`src/rtl/dspl_rx.sv`:
```
// Seven-segment display scraper: rebuilds eight hex digits from a multiplexed anode/cathode drive.
// Captures land STABLE_CYCLES+1 samples after the 2-flop sync; digit outputs move only on frame commit.
module dspl_rx #(
    parameter int unsigned STABLE_CYCLES = 4,
    parameter int unsigned IDLE_CYCLES   = 1000000
) (
    input  logic       clock,
    input  logic       reset,
    input  logic [7:0] an,
    input  logic [7:0] dec_cat,
    output logic [5:0] d1,
    output logic [5:0] d2,
    output logic [5:0] d3,
    output logic [5:0] d4,
    output logic [5:0] d5,
    output logic [5:0] d6,
    output logic [5:0] d7,
    output logic [5:0] d8,
    output logic       frame_done,
    output logic       seg_err,
    output logic       an_err
);

    localparam int unsigned IW = $clog2(IDLE_CYCLES + 1);
    localparam logic [7:0]    STAB_MAX = 8'(STABLE_CYCLES - 1);
    localparam logic [IW-1:0] IDLE_MAX = IW'(IDLE_CYCLES - 1);

    typedef enum logic [1:0] {IDLE, TRACK, HOLD} state_t;

    logic          rst_meta, rst_sync;
    logic [15:0]   smp_s1, smp, smp_prev;
    logic [7:0]    stab_cnt;
    logic [IW-1:0] idle_cnt;
    state_t        state, state_nxt;
    logic          eval;
    logic [7:0]    an_low;
    logic          one_low, multi_low;
    logic [2:0]    k;
    logic [4:0]    glyph;
    logic          cap, commit_cap, idle_hit, commit;
    logic          last_vld;
    logic [2:0]    last_idx;
    logic [7:0][5:0] shadow, shadow_nxt, dout;

    // Every other flop is released by rst_sync so they all leave reset on one edge.
    always_ff @(posedge clock or negedge reset) begin
        if (!reset) begin
            rst_meta <= 1'b0;
            rst_sync <= 1'b0;
        end else begin
            rst_meta <= 1'b1;
            rst_sync <= rst_meta;
        end
    end

    function automatic logic [4:0] decode(input logic [6:0] s);
        case (s)
            7'h7E: decode = 5'h10;
            7'h30: decode = 5'h11;
            7'h6D: decode = 5'h12;
            7'h79: decode = 5'h13;
            7'h33: decode = 5'h14;
            7'h5B: decode = 5'h15;
            7'h5F: decode = 5'h16;
            7'h70: decode = 5'h17;
            7'h7F: decode = 5'h18;
            7'h7B: decode = 5'h19;
            7'h77: decode = 5'h1A;
            7'h1F: decode = 5'h1B;
            7'h4E: decode = 5'h1C;
            7'h3D: decode = 5'h1D;
            7'h4F: decode = 5'h1E;
            7'h47: decode = 5'h1F;
            default: decode = 5'h00;
        endcase
    endfunction

    assign an_low    = ~smp[15:8];
    assign one_low   = (an_low != 8'd0) && ((an_low & (an_low - 8'd1)) == 8'd0);
    assign multi_low = (an_low & (an_low - 8'd1)) != 8'd0;
    assign glyph     = decode(~smp[7:1]);

    always_comb begin
        k = 3'd0;
        for (int i = 0; i < 8; i++) begin
            if (an_low[i]) k = 3'(i);
        end
    end

    always_comb begin
        state_nxt = state;
        eval      = 1'b0;
        if (smp != smp_prev) begin
            state_nxt = TRACK;
        end else if (state == TRACK && stab_cnt == STAB_MAX) begin
            eval      = 1'b1;
            state_nxt = HOLD;
        end
    end

    assign cap        = eval && one_low;
    assign commit_cap = cap && last_vld && (k <= last_idx);
    assign idle_hit   = !cap && (idle_cnt == IDLE_MAX);
    assign commit     = commit_cap || idle_hit;

    // A commit empties the shadow before the capture that caused it lands.
    always_comb begin
        shadow_nxt = commit ? '0 : shadow;
        if (cap && glyph[4]) shadow_nxt[k] = {1'b1, glyph[3:0], ~smp[0]};
    end

    always_ff @(posedge clock or negedge rst_sync) begin
        if (!rst_sync) begin
            smp_s1     <= '1;
            smp        <= '1;
            smp_prev   <= '1;
            stab_cnt   <= '0;
            idle_cnt   <= '0;
            state      <= IDLE;
            last_vld   <= 1'b0;
            last_idx   <= '0;
            shadow     <= '0;
            dout       <= '0;
            frame_done <= 1'b0;
            seg_err    <= 1'b0;
            an_err     <= 1'b0;
        end else begin
            smp_s1     <= {an, dec_cat};
            smp        <= smp_s1;
            smp_prev   <= smp;
            state      <= state_nxt;
            shadow     <= shadow_nxt;
            frame_done <= commit;
            seg_err    <= cap && !glyph[4];
            an_err     <= eval && multi_low;
            if (smp != smp_prev)       stab_cnt <= '0;
            else if (stab_cnt != STAB_MAX) stab_cnt <= stab_cnt + 8'd1;
            if (cap || idle_hit) idle_cnt <= '0;
            else                 idle_cnt <= idle_cnt + 1'b1;
            if (commit) dout <= shadow;
            if (cap) begin
                last_vld <= 1'b1;
                last_idx <= k;
            end else if (idle_hit) begin
                last_vld <= 1'b0;
            end
        end
    end

    assign d1 = dout[0];
    assign d2 = dout[1];
    assign d3 = dout[2];
    assign d4 = dout[3];
    assign d5 = dout[4];
    assign d6 = dout[5];
    assign d7 = dout[6];
    assign d8 = dout[7];

endmodule

```
`config.mk`:
```
export PLATFORM = sky130hd
export DESIGN_NAME = dspl_rx
export DESIGN_NICKNAME = d
export VERILOG_FILES = /design/src/rtl/dspl_rx.sv
export SDC_FILE = /design/constraint.sdc
export NUM_CORES = 1
export LEC_CHECK = 0
export BUFFER_PORTS_ARGS = -buffer_cell sky130_fd_sc_hd__buf_4
export CAP_MARGIN = 20
export CORE_MARGIN = 2
export CORE_UTILIZATION = 35
export DETAILED_ROUTE_END_ITERATION = 12
export GPL_TIMING_DRIVEN = 0
export PLACE_DENSITY_LB_ADDON = 0.15
export SYNTH_ARGS = -nofsm -noshare
export SYNTH_HDL_FRONTEND = slang
export SYNTH_SLANG_ARGS = --single-unit
```
`constraint.sdc`:
```
create_clock -name clock -period 6.12 [get_ports clock]
set_clock_uncertainty 0.05 [all_clocks]
set_input_delay 0.306 -clock clock [delete_from_list [all_inputs] [get_ports clock]]
set_output_delay 0.306 -clock clock [all_outputs]
set_load 0.005 [all_outputs]
```
==> results.cfg <==
[global_route]
grt_start_max_net_pins = 69
grt_overflow = 0
grtUsageTotal_pct = 14.6
antenna_found_initial = 0
grt_pass1_vias = 5213
grt_pass1_wl_um = 27800

[routing]
first_iter_violations = 207
vias = 4926
drt-total-wl_um = 16700
wl_per_cell_um = 16.6
ant_nets = 0
drcViolationCount = 0
vias_per_cell = 4.90
drt_pre_antenna_iters = 4

[yosys]
synthFlopType = dfrtp_1
synth-seq-cells = 183
syn_area_per_cell_um2 = 13.4
ys_warn_count = 0
async_flop_share_pct = 100
synth-edff-count = 0
yosysSeqAreaShare_pct = 57.9
syn_inst = 599
syn_area_mm2 = 0.00802
synth.distinct_cells = 66
synth_nets = 622

[setup_path]
crit_path_start_kind = flip-flop
path_max_fanout = 10
end_kind = flip-flop
worstPathRequired_ns = 6.32
cp.arrival_ns = 3.74
path_class = flip-flop to flip-flop

[power]
p_sw_share_pct = 22.9
power_frac_seq_pct = 52.4
clkPwrFrac_pct = 43.8
switchingPower_mw = 0.551
intPower_mw = 1.85
power-per-cell-area_mw_per_mm2 = 248
ir_worst_vdd_uv = 159
power.static_leakage_nw = 4.72
comb_power_share_pct = 3.9

[layout]
area_growth_pct = 21.0
layout_common_cells = 134 x dfrtp_1, 75 x buf_4, 48 x dfstp_2, 46 x mux2_4
diodes = 0
drive_gt1_share_pct = 34.6
num-fill-cells = 2089
nNetsFinal = 730
final_common_cell = dfrtp_1

[clocking]
htreeDepth = 4
path_clk_slew_ns = 0.07
clock-root-buffer = clkbuf_16
cts_tree = done
cts_buffers = 17
clock_sinks = 183
clock_latency_ns = 0.43
cts_max_path_buffers = 2

[floorplan]
fp.dieH_um = 155
row_count = 55
dieArea_mm2 = 0.0241
core_area_mm2 = 0.0226
die_x_um = 155
ios = 69
initial_core_util_pct = 35.5

[placed_design]
place_ws_ns = 2.55
gp_congestion = 0.819
portBuffers = 68
dp_hpwl_um = 11600

[sta]
slew_headroom_pct = 16.6
fin_crit_sh_pct = 57.8
timing.fmax_ghz = 0.283
rsz0062_at_grt = false
fin_tns_setup_ns = 0
setup_viol = 0
slew_violations = 0
max_slew.worst_pin.slew_ns = 1.25
fin_ws_ns = 2.58
hold_viol = 0
min_period_ns = 3.54

[outcome]
status = finished clean

[flow_run]
drv_cap = 0

[hold_path]
hp-class = input port to asynchronous set/reset pin
-- power by group through the flow --
stage	Combinational [mW]	Sequential, mW	Clock, mW
6_report	0.0926	1.26	1.05
5_1_grt	0.103	1.26	1.14
4_1_cts	0.0940	1.26	1.08
3_5_place_dp	0.0856	1.28	0
3_3_place_gp	0.0615	1.29	0
2_1_floorplan	0.0427	1.29	0
-- metrics by stage --
step	std cells	hold slack [ns]	utilization (%)	instance area [um2]	power, mW
floorplan	599	-0.0396	-	8020	1.33
global placement	952	0.0384	39.4	8890	1.36
detailed placement	956	0.0395	39.7	8970	1.37
CTS	1005	0.116	43.0	9700	2.44
global route	1005	0.140	43.0	9700	2.50
finish	1005	0.138	43.0	9700	2.40
-- worst paths after layout --
kind | from | to | slack [ns] | depth (start not counted)
hold / removal | reset | rst_sync | 0.14 | 2
setup / recovery | smp[6] | shadow[31] | 2.58 | 8
setup reg to reg | smp[6] | shadow[31] | 2.58 | 8
hold reg to reg | smp_s1[8] | smp[8] | 0.30 | 0
max in group asynchronous | rst_sync | smp_prev[0] | 4.86 | 1
min in group clock | smp_s1[8] | smp[8] | 0.30 | 0
-- critical path, stage by stage (launching register included) --
cell and delay (ns):
dfstp_2 0.53, clkbuf_1 0.26, buf_2 0.28, nand3b_1 0.11
a21oi_1 0.34, a221oi_2 0.23, a2111oi_4 1.01, nand4b_4 0.35
mux2i_1 0.20
-- synth_stat cells, types with 3 or more instances --
library cell    n  area share [%]
a31o_1          5            0.55
xnor2_1        15             1.6
mux2i_1        36             4.5
dfrtp_1       135              42
nand4b_1        4            0.44
nand3_1        19             1.2
ha_1            5            0.78
mux2_1          3            0.42
clkbuf_1        8            0.37
a21o_1          3            0.28
nor3_1         10            0.62
buf_4           6            0.56
nor4_1         10            0.78
a21oi_1         5            0.31
inv_1          15            0.70
nand4b_4        3            0.89
nor2_1         36             1.7
mux2_4         46             8.6
and4_1          4            0.44
or3_1           6            0.47
nand2_1        18            0.84
nand4_1         4            0.31
o21ai_0        15            0.94
dfstp_2        48              16
buf_2          16             1.0
o211ai_1       35             3.3
and3_1          5            0.39
nand3b_1        4            0.37
nor2b_1         4            0.31
xor2_1         27             2.9
buf_6           7            0.98
-- area by class of cell --
type,count,area [um2],share of cell area (%)
flip-flops and latches,183,4640,47.9
plain buffers,37,234,2.41
inverters,15,56.3,0.580
multi-input cells,364,3100,32.0
well taps,285,357,3.68
clock buffers,18,439,4.53
clock inverters,14,121,1.25
repair buffers,89,748,7.71
-- state kept, by name, indices dropped and copies added (netlist names), 8 cells and up --
register  count
idle_cnt     20
shadow       48
smp          16
smp_prev     16
smp_s1       16
stab_cnt      8
-- what timing repair did --
action                    CTS  global route
hold buffers               17             0
gates resized for setup     0             0
setup buffers               0             0
hold endpoints to repair   18             0
-- logic make-up after synthesis --
group / synth area share, %
compound gates: 7.61
xor+xnor: 4.59
fa+ha+maj: 0.905
buf+inv: 3.62
flops: 57.9
mux: 13.7
other cells: 0.0468
simple gates: 11.7
-- layer usage --
metal,track usage [%],up-vias,routed length (um)
met2,24.3,88,8150
met3,2.70,19,443
li1,-,2357,-
met4,4.41,0,218
met1,19.5,2462,7920
met5,0,-,0
Note: power is estimated with default switching activity, not from simulation.
